$ cat config.mk
export PLATFORM = sky130hd
export DESIGN_NAME = dpram_stream_reader
export DESIGN_NICKNAME = d
export VERILOG_FILES = /design/src/rtl/dpram_stream_reader.sv
export SDC_FILE = /design/constraint.sdc
export NUM_CORES = 1
export LEC_CHECK = 0
export CORE_ASPECT_RATIO = 0.7
export CORE_MARGIN = 10
export CORE_UTILIZATION = 30
export DETAILED_ROUTE_END_ITERATION = 10
export SYNTH_ARGS = -nofsm -noshare
export SYNTH_HDL_FRONTEND = slang
export SYNTH_SLANG_ARGS = --single-unit
export TNS_END_PERCENT = 20
$ cat constraint.sdc
create_clock -name clock -period 2.6 [get_ports clock]
set_input_delay 0.52 -clock clock [delete_from_list [all_inputs] [get_ports clock]]
set_output_delay 0.52 -clock clock [all_outputs]
set_load 0.02 [all_outputs]
$ cat src/rtl/dpram_stream_reader.sv
// Streams a contiguous block of words out of a dual-port RAM read port.
// Reads are credit-limited against a 2-entry output FIFO so RAM data is never lost under backpressure.
module dpram_stream_reader #(
  parameter int unsigned data_width_g = 8,
  parameter int unsigned addr_width_g = 14
) (
  input  logic                    clock,
  input  logic                    reset,
  input  logic                    start,
  input  logic [addr_width_g-1:0] start_addr,
  input  logic [addr_width_g-1:0] length,
  output logic                    busy,
  output logic                    done,
  output logic                    mem_cs,
  output logic                    mem_wren,
  output logic [addr_width_g-1:0] mem_address,
  input  logic [data_width_g-1:0] mem_q,
  output logic                    out_valid,
  input  logic                    out_ready,
  output logic [data_width_g-1:0] out_data,
  output logic                    out_last
);

  localparam logic [addr_width_g-1:0] ONE = addr_width_g'(1);

  typedef enum logic [1:0] {
    IDLE,
    READ,
    DRAIN
  } state_t;

  state_t                  state_q, state_d;
  logic [addr_width_g-1:0] addr_q, addr_d;
  logic [addr_width_g-1:0] issue_cnt_q, issue_cnt_d;
  logic [addr_width_g-1:0] out_cnt_q, out_cnt_d;
  logic                    inflight_q, inflight_d;
  logic                    done_q, done_d;
  logic [data_width_g-1:0] fifo_q [2];
  logic                    wr_ptr_q, wr_ptr_d;
  logic                    rd_ptr_q, rd_ptr_d;
  logic [1:0]              count_q, count_d;

  logic                    push;
  logic                    pop;
  logic                    issue;
  logic [2:0]              occ;

  // State register; reset also drops any read still in flight so its data is never pushed.
  always_ff @(posedge clock) begin
    if (reset) begin
      state_q     <= IDLE;
      addr_q      <= '0;
      issue_cnt_q <= '0;
      out_cnt_q   <= '0;
      inflight_q  <= 1'b0;
      done_q      <= 1'b0;
      wr_ptr_q    <= 1'b0;
      rd_ptr_q    <= 1'b0;
      count_q     <= '0;
      for (int unsigned i = 0; i < 2; i++) begin
        fifo_q[i] <= '0;
      end
    end else begin
      state_q     <= state_d;
      addr_q      <= addr_d;
      issue_cnt_q <= issue_cnt_d;
      out_cnt_q   <= out_cnt_d;
      inflight_q  <= inflight_d;
      done_q      <= done_d;
      wr_ptr_q    <= wr_ptr_d;
      rd_ptr_q    <= rd_ptr_d;
      count_q     <= count_d;
      if (push) begin
        fifo_q[wr_ptr_q] <= mem_q;
      end
    end
  end

  // Next-state and datapath update.
  always_comb begin
    state_d     = state_q;
    addr_d      = addr_q;
    issue_cnt_d = issue_cnt_q;
    out_cnt_d   = out_cnt_q;
    done_d      = 1'b0;
    inflight_d  = issue;
    wr_ptr_d    = push ? ~wr_ptr_q : wr_ptr_q;
    rd_ptr_d    = pop ? ~rd_ptr_q : rd_ptr_q;
    count_d     = count_q + 2'(push) - 2'(pop);

    case (state_q)
      IDLE: begin
        if (start) begin
          if (length != '0) begin
            state_d     = READ;
            addr_d      = start_addr;
            issue_cnt_d = length;
            out_cnt_d   = length;
          end else begin
            done_d = 1'b1;
          end
        end
      end
      READ: begin
        if (issue && (issue_cnt_q == ONE)) begin
          state_d = DRAIN;
        end
      end
      DRAIN: begin
        if (pop && (out_cnt_q == ONE)) begin
          state_d = IDLE;
          done_d  = 1'b1;
        end
      end
      default: state_d = IDLE;
    endcase

    if (issue) begin
      addr_d      = addr_q + ONE;
      issue_cnt_d = issue_cnt_q - ONE;
    end
    if (pop) begin
      out_cnt_d = out_cnt_q - ONE;
    end
  end

  // Outputs. The issue credit counts buffered words plus the read whose data is on mem_q now,
  // less this cycle's pop, so a read issued here always has a free slot when it lands.
  always_comb begin
    busy        = (state_q != IDLE);
    done        = done_q;
    mem_wren    = 1'b0;
    mem_address = addr_q;
    out_valid   = (count_q != 2'd0);
    out_data    = out_valid ? fifo_q[rd_ptr_q] : '0;
    out_last    = out_valid && (out_cnt_q == ONE);
    pop         = out_valid && out_ready;
    push        = inflight_q;
    occ         = 3'(count_q) + 3'(inflight_q) - 3'(pop);
    issue       = (state_q == READ) && (issue_cnt_q != '0) && (occ < 3'd2);
    mem_cs      = issue;
  end

endmodule

==> flow_summary.yaml, run 1 <==
timing:
  worst_slew_pin_slew_ns: 0.767
  timing.hold.ws_ns: 0.471
  tns_ns: -0.0747
  rsz0062_at_grt: "true"
  fin_crit_sh_pct: 103
  min_period_ns: 2.67
  fin_skew_ns: 0.00424
  setup_viol: 2
  relSlewSlack_pct: 48.7
  max_freq_ghz: 0.374
  final.setup.worst_slack_ns: -0.0721
  hold_viol: 0
  slew_viol_final: 0
synthesis:
  syn_nets: 452
  synthCells: 405
  ys_types: 55
  synthesis.area_sq_mm: 0.00354
  synthArstFlopShare_pct: 0
  synthFlopType: "dfxtp_1"
  synth_seq_cells: 67
  yosysWarningCount: 0
  syn_area_per_cell_sq_um: 8.75
  synth_edf_count: 16
  ys_seq_area_share_pct: 42.4
drt:
  first_pass_iters: 5
  avgViaCountPerCell: 5.19
  ant_nets: 0
  totalWireLength_um: 10800
  drc: 0
  wl_per_cell_um: 15.9
  vias: 3537
  initialDrtViolationCount: 199
place:
  place_ws_ns: -0.870
  gp_congestion: 0.812
  io_buffers: 66
  hpwl_um: 8060
  placed_area_sq_mm: 0.00478
  dp_cells: 663
critical_path:
  worstSetupPathType: "register to output pin"
  worst-endpoint-arrival_ns: 2.15
  crit_required_ns: 2.08
  cp-end-kind: "output pin"
  cp-start-kind: "register"
  crit_fanout: 2
clock_tree:
  worstSkewPairLatency_ns: 0.33
  cts_hold_buf: 0
  clk_pin_slew_ns: 0.05
  ctsHtreeMaxLevel: 3
  cts-root-buf: "clkbuf_16"
  cts_buffers: 9
  cts_tree: "done"
  clock_path_buffers: 2
  clkSinkCount: 67
final_layout:
  final_util_pct: 44.2
  finalNonFillerCells: 682
  fillers: 1138
  multi_input_area_sq_mm: 0.00192
  nNetsFinal: 567
  final_cell_mix: "clkdlybuf4s50_1, buf_4, dfxtp_1, nor2_1, a21oi_1"
  drive_gt1_share_pct: 19.6
  final_common_cell: "clkdlybuf4s50_1"
  design_area_sq_mm: 0.00515
  syn_to_final_growth_pct: 45.2
  final-seq-area_sq_mm: 0.00150
  n_antenna_cell: 0
grt:
  overflow: 0
  grt_use_total_pct: 12.7
  first_global_vias: 3434
  antenna_found_initial: 0
  grt_pass1_wl_um: 17400
  grt_max_degree: 47
die:
  start_util_pct: 30.4
  core.rowCount: 33
  dieHeight_um: 111
  coreArea_sq_mm: 0.0116
  fp.dieArea_sq_mm: 0.0166
  die_w_um: 150
  ios: 68
power:
  p_leak_nw: 1.92
  vdd_ir_drop_max_mv: 0.322
  power_density_mw_per_mm2: 677
  p_total_mw: 3.49
status:
  violations: "negative setup slack"
  status: "finished, violations left"
job:
  cap_violations: 0
hold_path:
  holdCritPathClass: "register to register"
==> Yosys cell counts, types with 2 or more instances <==
| library cell | n | area share [%] |
|---|---|---|
| a31oi_1 | 16 | 2.8 |
| o2bb2ai_1 | 2 | 0.49 |
| nand2b_1 | 7 | 1.2 |
| a22oi_1 | 5 | 1.1 |
| ha_1 | 6 | 2.1 |
| nor4_1 | 6 | 1.1 |
| clkbuf_1 | 20 | 2.1 |
| mux2i_1 | 8 | 2.3 |
| xnor2_1 | 4 | 0.99 |
| or4_1 | 4 | 0.85 |
| or3_1 | 9 | 1.6 |
| o32ai_1 | 2 | 0.49 |
| nand4_1 | 9 | 1.6 |
| dfxtp_1 | 51 | 29 |
| a32oi_1 | 8 | 2.0 |
| or2_2 | 4 | 0.71 |
| a2bb2oi_1 | 5 | 1.2 |
| nand3_1 | 19 | 2.7 |
| nor2_1 | 35 | 3.7 |
| nand2_1 | 19 | 2.0 |
| nor2b_1 | 3 | 0.53 |
| o21ai_0 | 5 | 0.71 |
| o311ai_0 | 5 | 1.2 |
| nor3_1 | 10 | 1.4 |
| a21oi_1 | 34 | 4.8 |
| inv_1 | 19 | 2.0 |
| and4_1 | 3 | 0.74 |
| o22ai_1 | 7 | 1.2 |
| nor3b_1 | 3 | 0.64 |
| o211ai_1 | 10 | 2.1 |
| and2_1 | 18 | 3.2 |
| a211oi_1 | 2 | 0.42 |
| and3_1 | 4 | 0.71 |
| a21o_1 | 3 | 0.64 |
| o22a_1 | 4 | 0.99 |
| edfxtp_1 | 16 | 14 |
| or3_2 | 2 | 0.42 |
==> flip-flops by register name, indices dropped and copies added (netlist names), 2 cells and up, named ones only <==
register	cells
fifo_q	16
issue_cnt_q	14
mem_address	14
out_cnt_q	14
count_q	2
state_q	2
==> area by class of cell <==
class | instances | share of cell area [%]
Sequential cell | 67 | 29.2
Multi-Input combinational cell | 296 | 37.3
Clock inverter | 6 | 1.56
Timing Repair Buffer | 127 | 22.2
Inverter | 19 | 1.39
Clock buffer | 10 | 4.45
Tap cell | 157 | 3.82
==> critical path: stages, from the launching register on <==
cell	delay, ns
dfxtp_1	0.31
or4_4	0.55
or4_4	0.54
nor4_4	0.24
buf_4	0.18
==> path summary, 6_finish.rpt <==
kind | from | end | slack, ns | cells past startpoint
max | out_cnt_q[4] | out_last | -0.07 | 4
min | out_cnt_q[12] | out_cnt_q[12] | 0.47 | 2
min reg2reg | out_cnt_q[12] | out_cnt_q[12] | 0.47 | 2
max reg2reg | count_q[0] | mem_address[9] | 0.13 | 11
==> kinds of logic (layout without fill, tap and decap cells) <==
kind of cell	Yosys count	in the layout	share of synthesized area [%]
and+or+nand+nor	160	160	24.9
AOI/OAI and AO/OA	115	115	21.9
DFF	67	67	42.4
buffers and inverters	42	162	4.63
muxes	8	8	2.26
adders and majority gates	7	7	2.68
xor gates and xnor gates	5	5	1.24
other	1	1	0.106
==> power breakdown <==
part | leakage, nW | internal, mW | switching [mW]
registers | 0.586 | 1.17 | 0.0977
logic | 1.18 | 0.460 | 0.484
clock network | 0.148 | 0.830 | 0.442
==> per-layer routing <==
metal | GRT usage [%] | vias to the layer above | part of all wire, %
met1 | 17.4 | 1659 | 49
met2 | 18.8 | 102 | 43
met4 | 3.75 | 0 | 1.0
li1 | - | 1760 | -
met5 | 0 | - | 0
met3 | 3.83 | 16 | 7.0
==> timing repair <==
item | CTS | global route
pin swaps | 4 | 2
endpoints found under the hold margin | 0 | 0
resized for setup | 24 | 2
setup buffers | 3 | 0
endpoints found under the setup margin | 28 | 5
(Power assumes the default switching activity.)
==> run 2, diff against run 1 <==
- PLACE_DENSITY_LB_ADDON: not set -> 0.1
==> run 2 against run 1 <==
The run still ends with negative setup slack left; critical endpoint unchanged; clock power about the same; sequential share of layout area increased by 0.24 points; final cell count decreased by 0.73%; cell area decreased by 0.80%; sequential power about the same; largest power group unchanged; first-iteration DRC count increased by 0.50%; count of clock-buffer cells in the layout decreased by 1.
==> flow_summary.yaml, run 2 (synthesized netlist as in run 1, its figures left out) <==
timing:
  final.setup.worst_slack_ns: -0.102
  max_freq_ghz: 0.370
  slew_viol_final: 0
  min_period_ns: 2.70
  setup_viol: 2
  fin_crit_sh_pct: 104
  timing.hold.ws_ns: 0.485
  hold_viol: 0
  rsz0062_at_grt: "true"
  relSlewSlack_pct: 49.7
  worst_slew_pin_slew_ns: 0.752
  fin_skew_ns: 0.00451
power:
  p_leak_nw: 1.89
  power_density_mw_per_mm2: 676
  vdd_ir_drop_max_mv: 0.344
  swShare_pct: 31.3
  p_sw_mw: 1.08
  sequentialPowerShare_pct: 36.7
  share_comb_of_total_power_pct: 27.4
  pwr-share-clk_pct: 35.9
  p_int_mw: 2.37
  p_total_mw: 3.45
final_layout:
  nNetsFinal: 562
  fillers: 1163
  final_common_cell: "clkdlybuf4s50_1"
  drive_gt1_share_pct: 19.6
  n_antenna_cell: 0
  final_util_pct: 43.8
  finalNonFillerCells: 677
  largest_reg_flops: 16
  top_register: "fifo_q"
  syn_to_final_growth_pct: 44.1
  final_cell_mix: "clkdlybuf4s50_1, buf_4, dfxtp_1, a21oi_1, nor2_1"
die:
  ios: 68
  coreArea_sq_mm: 0.0116
  core.rowCount: 33
  fp.dieArea_sq_mm: 0.0166
  die_w_um: 150
  dieHeight_um: 111
  start_util_pct: 30.4
critical_path:
  crit_fanout: 2
  cp_slowest_cell: "or4_4"
  crit_required_ns: 2.08
  crit_path_frequent_cell: "or4_4"
  worstSetupPathType: "register to output pin"
  cp-start-kind: "register"
  crit_chain: "or4_4 > or4_4 > nor4_4 > buf_4"
  cp-end-kind: "output pin"
  critPathMaxStageDelay_ns: 0.55
  worst-endpoint-arrival_ns: 2.18
place:
  hpwl_um: 8390
  gp_congestion: 0.877
  place_ws_ns: -0.870
  dp_cells: 658
  io_buffers: 66
clock_tree:
  cts_hold_buf: 0
  cts_buffers: 9
  worstSkewPairLatency_ns: 0.34
  cts-root-buf: "clkbuf_16"
  clk_pin_slew_ns: 0.06
  clkSinkCount: 67
  clock_path_buffers: 2
  cts_tree: "done"
  ctsHtreeMaxLevel: 3
drt:
  vias: 3422
  drc: 0
  wl_per_cell_um: 16.8
  first_pass_iters: 5
  avgViaCountPerCell: 5.05
  initialDrtViolationCount: 200
  totalWireLength_um: 11400
  ant_nets: 0
grt:
  grt_max_degree: 44
  grt_pass1_wl_um: 18500
  grt_use_total_pct: 13.7
  overflow: 0
  antenna_found_initial: 0
  first_global_vias: 3493
status:
  status: "finished, violations left"
  violations: "negative setup slack"
job:
  cap_violations: 0
hold_path:
  holdCritPathClass: "register to register"
## run 2: stage by stage
stage / cell area, sq um / setup TNS, ns
finish: 5100 / -0.112
global route: 5100 / -0.367
CTS: 5070 / -0.248
detailed placement: 4740 / -13.25
global placement: 4740 / -12.10
floorplan: 3560 / -0.00343
## run 2: layout make-up
class	instances	area [sq um]	share of cell area [%]
multi-input cells	296	1930	37.7
flip-flops and latches	67	1500	29.4
repair buffers	122	1110	21.7
clock buffers	9	225	4.41
well taps	157	196	3.85
clock inverters	7	76.3	1.50
inverters	19	71.3	1.40
## run 2: path summary, 6_finish.rpt
check,start,endpoint,slack [ns],cells past startpoint
worst max register to register,count_q[0],mem_address[7],0.10,11
worst min register to register,out_cnt_q[11],out_cnt_q[11],0.49,2
worst min-delay path,out_cnt_q[11],out_cnt_q[11],0.49,2
worst max-delay path,out_cnt_q[4],out_last,-0.10,4
## run 2: power groups by stage
| stage | clock network [mW] | logic, mW | registers (mW) |
|---|---|---|---|
| 2_1_floorplan | 0 | 0.496 | 1.28 |
| 3_3_place_gp | 0 | 0.920 | 1.28 |
| 3_5_place_dp | 0 | 0.927 | 1.28 |
| 4_1_cts | 1.28 | 0.940 | 1.26 |
| 5_1_grt | 1.32 | 1.04 | 1.28 |
| 6_report | 1.24 | 0.944 | 1.27 |
## run 2: critical path: cells and delay by family, from the launching register on
| family | cells | cell delay (ns) |
|---|---|---|
| flops | 1 | 0.32 |
| simple gates | 3 | 1.34 |
| buf+inv | 1 | 0.19 |
## run 2: timing repair
action / in CTS / in global routing
gates resized for setup: 17 / 10
buffers inserted: 2 / 1
pin swaps: 1 / 7
endpoints found under the hold margin: 0 / 0
endpoints found under the setup margin: 27 / 23
cloned: 0 / 0
## run 2: layer usage
layer	vias up	global-route usage [%]	routed length (um)
met4	0	3.75	93
met5	-	0	0
met1	1587	19.3	5750
met2	80	19.6	4880
met3	10	4.12	667
li1	1745	-	-
